**src/rtl/digit_conv_arb.sv**
```systemverilog
// digit_conv_arb: two-requester round-robin front end feeding a sequential
// binary-to-digit converter. One base-BASE digit is produced per clock by
// repeated divide/modulo; the packed digits, leading-zero blank mask and
// overflow flag are published together with a one-cycle done pulse.
module digit_conv_arb #(
    parameter int W_IN   = 14,
    parameter int DIGITS = 4,
    parameter int BASE   = 10
) (
    input  logic                  clk,
    input  logic                  nrst,
    input  logic [1:0]            req,
    input  logic [W_IN-1:0]       val0,
    input  logic [W_IN-1:0]       val1,
    output logic [1:0]            ack,
    output logic                  busy,
    output logic                  done,
    output logic                  done_id,
    output logic [4*DIGITS-1:0]   digits,
    output logic [DIGITS-1:0]     blank,
    output logic                  ovf
);

    localparam int CW = (DIGITS > 1) ? $clog2(DIGITS) : 1;

    localparam logic [1:0] S_IDLE = 2'd0;
    localparam logic [1:0] S_CONV = 2'd1;
    localparam logic [1:0] S_DONE = 2'd2;

    localparam logic [W_IN-1:0]   BASE_W    = W_IN'(BASE);
    localparam logic [CW-1:0]     CNT_LAST  = CW'(DIGITS - 1);
    localparam logic [DIGITS-1:0] BLANK_RST = ~DIGITS'(1);

    logic [1:0]          state_q,   state_d;
    logic                ptr_q,     ptr_d;
    logic [W_IN-1:0]     rem_q,     rem_d;
    logic [CW-1:0]       cnt_q,     cnt_d;
    logic [4*DIGITS-1:0] work_q,    work_d;
    logic                id_q,      id_d;
    logic [1:0]          ack_q,     ack_d;
    logic                done_q,    done_d;
    logic                done_id_q, done_id_d;
    logic [4*DIGITS-1:0] digits_q,  digits_d;
    logic [DIGITS-1:0]   blank_q,   blank_d;
    logic                ovf_q,     ovf_d;

    logic                win;
    logic [W_IN-1:0]     quot;
    logic [3:0]          digit;
    logic [4*DIGITS-1:0] work_nx;
    logic [DIGITS-1:0]   blank_nx;

    // Constant-divisor divide/modulo of the running remainder, plus the
    // working register with the current digit slot replaced.
    always_comb begin
        quot    = rem_q / BASE_W;
        digit   = 4'(rem_q % BASE_W);
        work_nx = work_q;
        for (int unsigned i = 0; i < DIGITS; i++) begin
            if (cnt_q == CW'(i)) work_nx[4*i +: 4] = digit;
        end
    end

    // Blank mask from the final digits: scan downward from the top digit,
    // staying blank while every digit seen so far is zero.
    always_comb begin
        logic zero_run;
        zero_run = 1'b1;
        blank_nx = '0;
        for (int unsigned k = 0; k < DIGITS; k++) begin
            zero_run = zero_run & (work_nx[4*(DIGITS-1-k) +: 4] == 4'd0);
            blank_nx[DIGITS-1-k] = zero_run;
        end
        blank_nx[0] = 1'b0;
    end

    // Next-state logic: arbitration and capture in IDLE, one digit per
    // cycle in CONV, atomic result publish on the last CONV edge.
    always_comb begin
        state_d   = state_q;
        ptr_d     = ptr_q;
        rem_d     = rem_q;
        cnt_d     = cnt_q;
        work_d    = work_q;
        id_d      = id_q;
        ack_d     = '0;
        done_d    = 1'b0;
        done_id_d = done_id_q;
        digits_d  = digits_q;
        blank_d   = blank_q;
        ovf_d     = ovf_q;
        win       = (req == 2'b11) ? ptr_q : req[1];
        case (state_q)
            S_IDLE: begin
                if (req != 2'b00) begin
                    rem_d   = win ? val1 : val0;
                    cnt_d   = '0;
                    work_d  = '0;
                    id_d    = win;
                    ptr_d   = ~win;
                    ack_d   = win ? 2'b10 : 2'b01;
                    state_d = S_CONV;
                end
            end
            S_CONV: begin
                work_d = work_nx;
                rem_d  = quot;
                cnt_d  = cnt_q + CW'(1);
                if (cnt_q == CNT_LAST) begin
                    digits_d  = work_nx;
                    blank_d   = blank_nx;
                    ovf_d     = (quot != '0);
                    done_id_d = id_q;
                    done_d    = 1'b1;
                    state_d   = S_DONE;
                end
            end
            S_DONE: begin
                state_d = S_IDLE;
            end
            default: begin
                state_d = S_IDLE;
            end
        endcase
    end

    // State and output registers; reset aborts any conversion in flight.
    always_ff @(posedge clk or negedge nrst) begin
        if (!nrst) begin
            state_q   <= S_IDLE;
            ptr_q     <= 1'b0;
            rem_q     <= '0;
            cnt_q     <= '0;
            work_q    <= '0;
            id_q      <= 1'b0;
            ack_q     <= '0;
            done_q    <= 1'b0;
            done_id_q <= 1'b0;
            digits_q  <= '0;
            blank_q   <= BLANK_RST;
            ovf_q     <= 1'b0;
        end else begin
            state_q   <= state_d;
            ptr_q     <= ptr_d;
            rem_q     <= rem_d;
            cnt_q     <= cnt_d;
            work_q    <= work_d;
            id_q      <= id_d;
            ack_q     <= ack_d;
            done_q    <= done_d;
            done_id_q <= done_id_d;
            digits_q  <= digits_d;
            blank_q   <= blank_d;
            ovf_q     <= ovf_d;
        end
    end

    assign ack     = ack_q;
    assign busy    = (state_q != S_IDLE);
    assign done    = done_q;
    assign done_id = done_id_q;
    assign digits  = digits_q;
    assign blank   = blank_q;
    assign ovf     = ovf_q;

endmodule

```
**config.mk**
```make
export PLATFORM = sky130hd
export DESIGN_NAME = digit_conv_arb
export DESIGN_NICKNAME = d
export VERILOG_FILES = /design/src/rtl/digit_conv_arb.sv
export SDC_FILE = /design/constraint.sdc
export NUM_CORES = 1
export LEC_CHECK = 0
export BUFFER_PORTS_ARGS = -buffer_cell sky130_fd_sc_hd__buf_2
export CORE_MARGIN = 2
export CORE_UTILIZATION = 36
export DETAILED_ROUTE_END_ITERATION = 12
export PLACE_DENSITY = 0.6
export REMOVE_ABC_BUFFERS = 1
export SYNTH_ARGS = -nofsm -noshare
export SYNTH_HDL_FRONTEND = slang
export SYNTH_SLANG_ARGS = --single-unit
```
**constraint.sdc**
```tcl
create_clock -name clk -period 5.7 [get_ports clk]
set_input_delay 0.285 -clock clk [delete_from_list [all_inputs] [get_ports clk]]
set_output_delay 0.285 -clock clk [all_outputs]
set_load 0.03 [all_outputs]
```
==> results.txt <==
critical path depth: 15
max-capacitance violation count: 0
type of the worst min-delay path: in -> async
kind of end point of the critical path: register
global routing usage summed across all routing layers: 0.184
synthesized area per cell: 8.69 um2
first-pass detailed-route iteration total: 4
Reg clk slew, reported paths: 0.11 ns
post-route cell area: 4540 um2
Total Nets Final: 537
number of levels the H-tree was split into: 2
remaining antenna violation count: 0
clock tree from TritonCTS: built
library cells used by synthesis: 82
hold-fix buffers at CTS: 0
ratio of cells with drive above 1 in the final layout: 0.206
post-synthesis to final-layout area growth: 12.0%
cell types occupying the most area after synthesis: sky130_fd_sc_hd__dfrtp_1 (33%), sky130_fd_sc_hd__mux2i_1 (5.9%), sky130_fd_sc_hd__nand2_1 (4.5%)
final WL: 10.8 mm
Crit path max-delay family: compound AO/OA/AOI/OAI gates
final cycle utilization of the critical path: 0.909
total global routing overflow: 0
DRC viols: 0
critical path type: reg -> reg
synth cell count leaders: sky130_fd_sc_hd__dfrtp_1 (53), sky130_fd_sc_hd__nand2_1 (49), sky130_fd_sc_hd__nor2_1 (36)
Worst R2R Start: rem_q[11]$_DFFE_PN0P_
launching element of the worst setup path: rem_q[11]$_DFFE_PN0P_
Clock Tree Buf Depth: 2
arrival time at the worst endpoint: 5.41 ns
asr flop ratio synth: 1.00
leading register cell type out of synthesis: sky130_fd_sc_hd__dfrtp_1
Hold Violations, Final: 0
synthesized cell area: 4050 um2
floorplan die area: 12100 um2
number of buffers created by CTS: 5
Syn Inst Count: 466
setup TNS: 0 ns
Buf+Inv Stages, Crit Path: 0
Vias per Instance: 5.90
first-pass GRT wire length: 17.7 mm
final antenna diode count: 0
Reg-to-Reg End: blank[2]$_DFFE_PN1P_
average wire per standard cell: 16.9 um
data required time of the worst path: 5.93 ns
type of origin of the critical path: register
warnings from Yosys: 0
Placer Congestion: 0.967
HPWL after detailed placement: 7.64 mm
worst slack after detailed placement: 0.377 ns
cell at the root of the clock tree: sky130_fd_sc_hd__clkbuf_8
highest cell delay on the worst timing path: 0.70 ns
core region area: 10900 um2
count of pins on the block boundary: 58
run status: finished, final reports clean
depth of the most critical reg-to-reg path: 15
largest net degree at the start of global routing: 57
Worst Setup Slack, final: 0.518 ns
share of the yosys chip area belonging to registers: 0.347
area post-placement: 4390 um2
most common cell in the netlist: sky130_fd_sc_hd__dfrtp_1
number of register bits inferred by synthesis: 56
transition at the pin with the smallest max-transition slack: 1.12 ns
vertical extent of the die: 110 um
most used cell, CP: sky130_fd_sc_hd__or2_1
clock latency of the later-clocked register in the worst-skew pair: 0.32 ns
end point of the critical path: blank[2]$_DFFE_PN1P_
Starting Density: 0.372
setup repair after global routing missed its margin: false
via count of the first global-routing pass: 3426
relative slew slack: 0.254
number of rows in the core area: 38
fin crit period: 5.18 ns
initial drt markers: 267
cell type contributing the most total cell area after synthesis: sky130_fd_sc_hd__dfrtp_1
number of enable-type register cells in the synthesized netlist: 0
clk_skew: 0.00718 ns
portion of synthesized cell area occupied by the leading cell type: 0.327
chip width: 110 um
maximum fanout encountered on the critical timing path: 17
via count: 3783
worst-path cell chain: nor2b_1 -> a32o_1 -> o2111ai_1 -> a31oi_2 -> or2_1 -> a311o_1 -> nor3_1 -> nor2_1 -> a2111oi_4 -> a2111oi_0 -> a211oi_2 -> nand4_2 -> mux2_4 -> or2_1 -> o31ai_1
# port buffers: 56
Fmax achieved: 0.193 GHz
reg2reg setup slack: 0.52 ns
Critical Path Slowest Stage Cell: sky130_fd_sc_hd__dfrtp_1
final count of pins violating max slew: 0
final setup violation count: 0
antenna violations before repair: 0
clock tree sinks: 56
==> area by class of cell <==
type / count / area [um2]
well taps: 140 / 175
multi-input cells: 354 / 2430
inverters: 19 / 71.3
repair buffers: 64 / 340
fillers: 1100 / 6350
flip-flops and latches: 56 / 1410
clock inverters: 3 / 46.3
clock buffers: 5 / 68.8
==> stage by stage <==
| stage | cells | hold slack, ns | util |
|---|---|---|---|
| finish | 641 | 0.101 | 0.417 |
| global route | 641 | 0.169 | 0.417 |
| CTS | 640 | 0.138 | 0.414 |
| detailed placement | 632 | 0.463 | 0.403 |
| global placement | 632 | 0.460 | 0.403 |
| floorplan | 428 | -0.0106 | - |
==> worst min-delay path by stage <==
stage / start / end / slack [ns] / cells past startpoint
CTS: nrst / work_q[8]$_DFFE_PN0P_ / 0.14 / 2
global route: nrst / digits[9]$_DFFE_PN0P_ / 0.17 / 2
finish: nrst / digits[9]$_DFFE_PN0P_ / 0.10 / 2
global placement: done_id$_DFFE_PN0P_ / done_id$_DFFE_PN0P_ / 0.46 / 2
detailed placement: done_id$_DFFE_PN0P_ / done_id$_DFFE_PN0P_ / 0.46 / 2
floorplan: nrst / ack[0]$_DFF_PN0_ / -0.01 / 0
==> metal layers <==
layer / GRT usage / up-vias / part of all wire / wire length [um]
met5: 0 / - / 0 / 0
met3: 0.0282 / 17 / 0.045 / 485
met4: 0.0398 / 0 / 0.013 / 140
met2: 0.302 / 110 / 0.49 / 5250
met1: 0.255 / 1840 / 0.46 / 4950
li1: - / 1816 / - / -
==> cells by family after synthesis <==
kind of cell | Yosys count | share of synthesized area
xor+xnor | 8 | 0.0173
mux | 26 | 0.0658
buf+inv | 57 | 0.0624
simple gates | 161 | 0.200
fa+ha+maj | 7 | 0.0204
compound gates | 150 | 0.287
other cells | 1 | 0.000926
flops | 56 | 0.347
==> layout by cell type (no fill, tap or decap), drive strengths merged, types with 5 or more instances in the layout <==
master / instances
a2111oi: 6
a22o: 12
nand3: 10
mux2i: 24
dfrtp: 53
nor3: 16
xnor2: 6
buf: 64
clkbuf: 5
a211oi: 6
o21ai: 24
nand4: 8
nand2: 49
o31ai: 7
nand2b: 5
o221ai: 10
nor2b: 6
nor4: 5
nor2: 36
or2: 5
inv: 19
a21oi: 24
a31oi: 5
ha: 5
a21o: 5
o211ai: 7
==> registers in the layout, indices dropped and copies added (netlist names) <==
name and count:
ack 2, done 1, id_q 1, done_id 1, ptr_q 1, state_q 2, blank 3, work_q 12
digits 16, rem_q 14, ovf 1, cnt_q 2
==> worst register-to-register path, cell delays in order, from the launching register on <==
cell and delay [ns]:
sky130_fd_sc_hd__dfrtp_1 0.70, sky130_fd_sc_hd__nor2b_1 0.21, sky130_fd_sc_hd__a32o_1 0.35, sky130_fd_sc_hd__o2111ai_1 0.24
sky130_fd_sc_hd__a31oi_2 0.22, sky130_fd_sc_hd__or2_1 0.40, sky130_fd_sc_hd__a311o_1 0.41, sky130_fd_sc_hd__nor3_1 0.36
sky130_fd_sc_hd__nor2_1 0.21, sky130_fd_sc_hd__a2111oi_4 0.47, sky130_fd_sc_hd__a2111oi_0 0.16, sky130_fd_sc_hd__a211oi_2 0.28
sky130_fd_sc_hd__nand4_2 0.23, sky130_fd_sc_hd__mux2_4 0.38, sky130_fd_sc_hd__or2_1 0.25, sky130_fd_sc_hd__o31ai_1 0.25
==> what timing repair did <==
item | 4_1_cts | 5_1_grt
setup endpoints to repair | 0 | 23
resized for setup | 0 | 6
setup buffers | 0 | 0
Power is not shown: default switching activity piles up to over one toggle a cycle in this logic, so the estimate is an artifact.
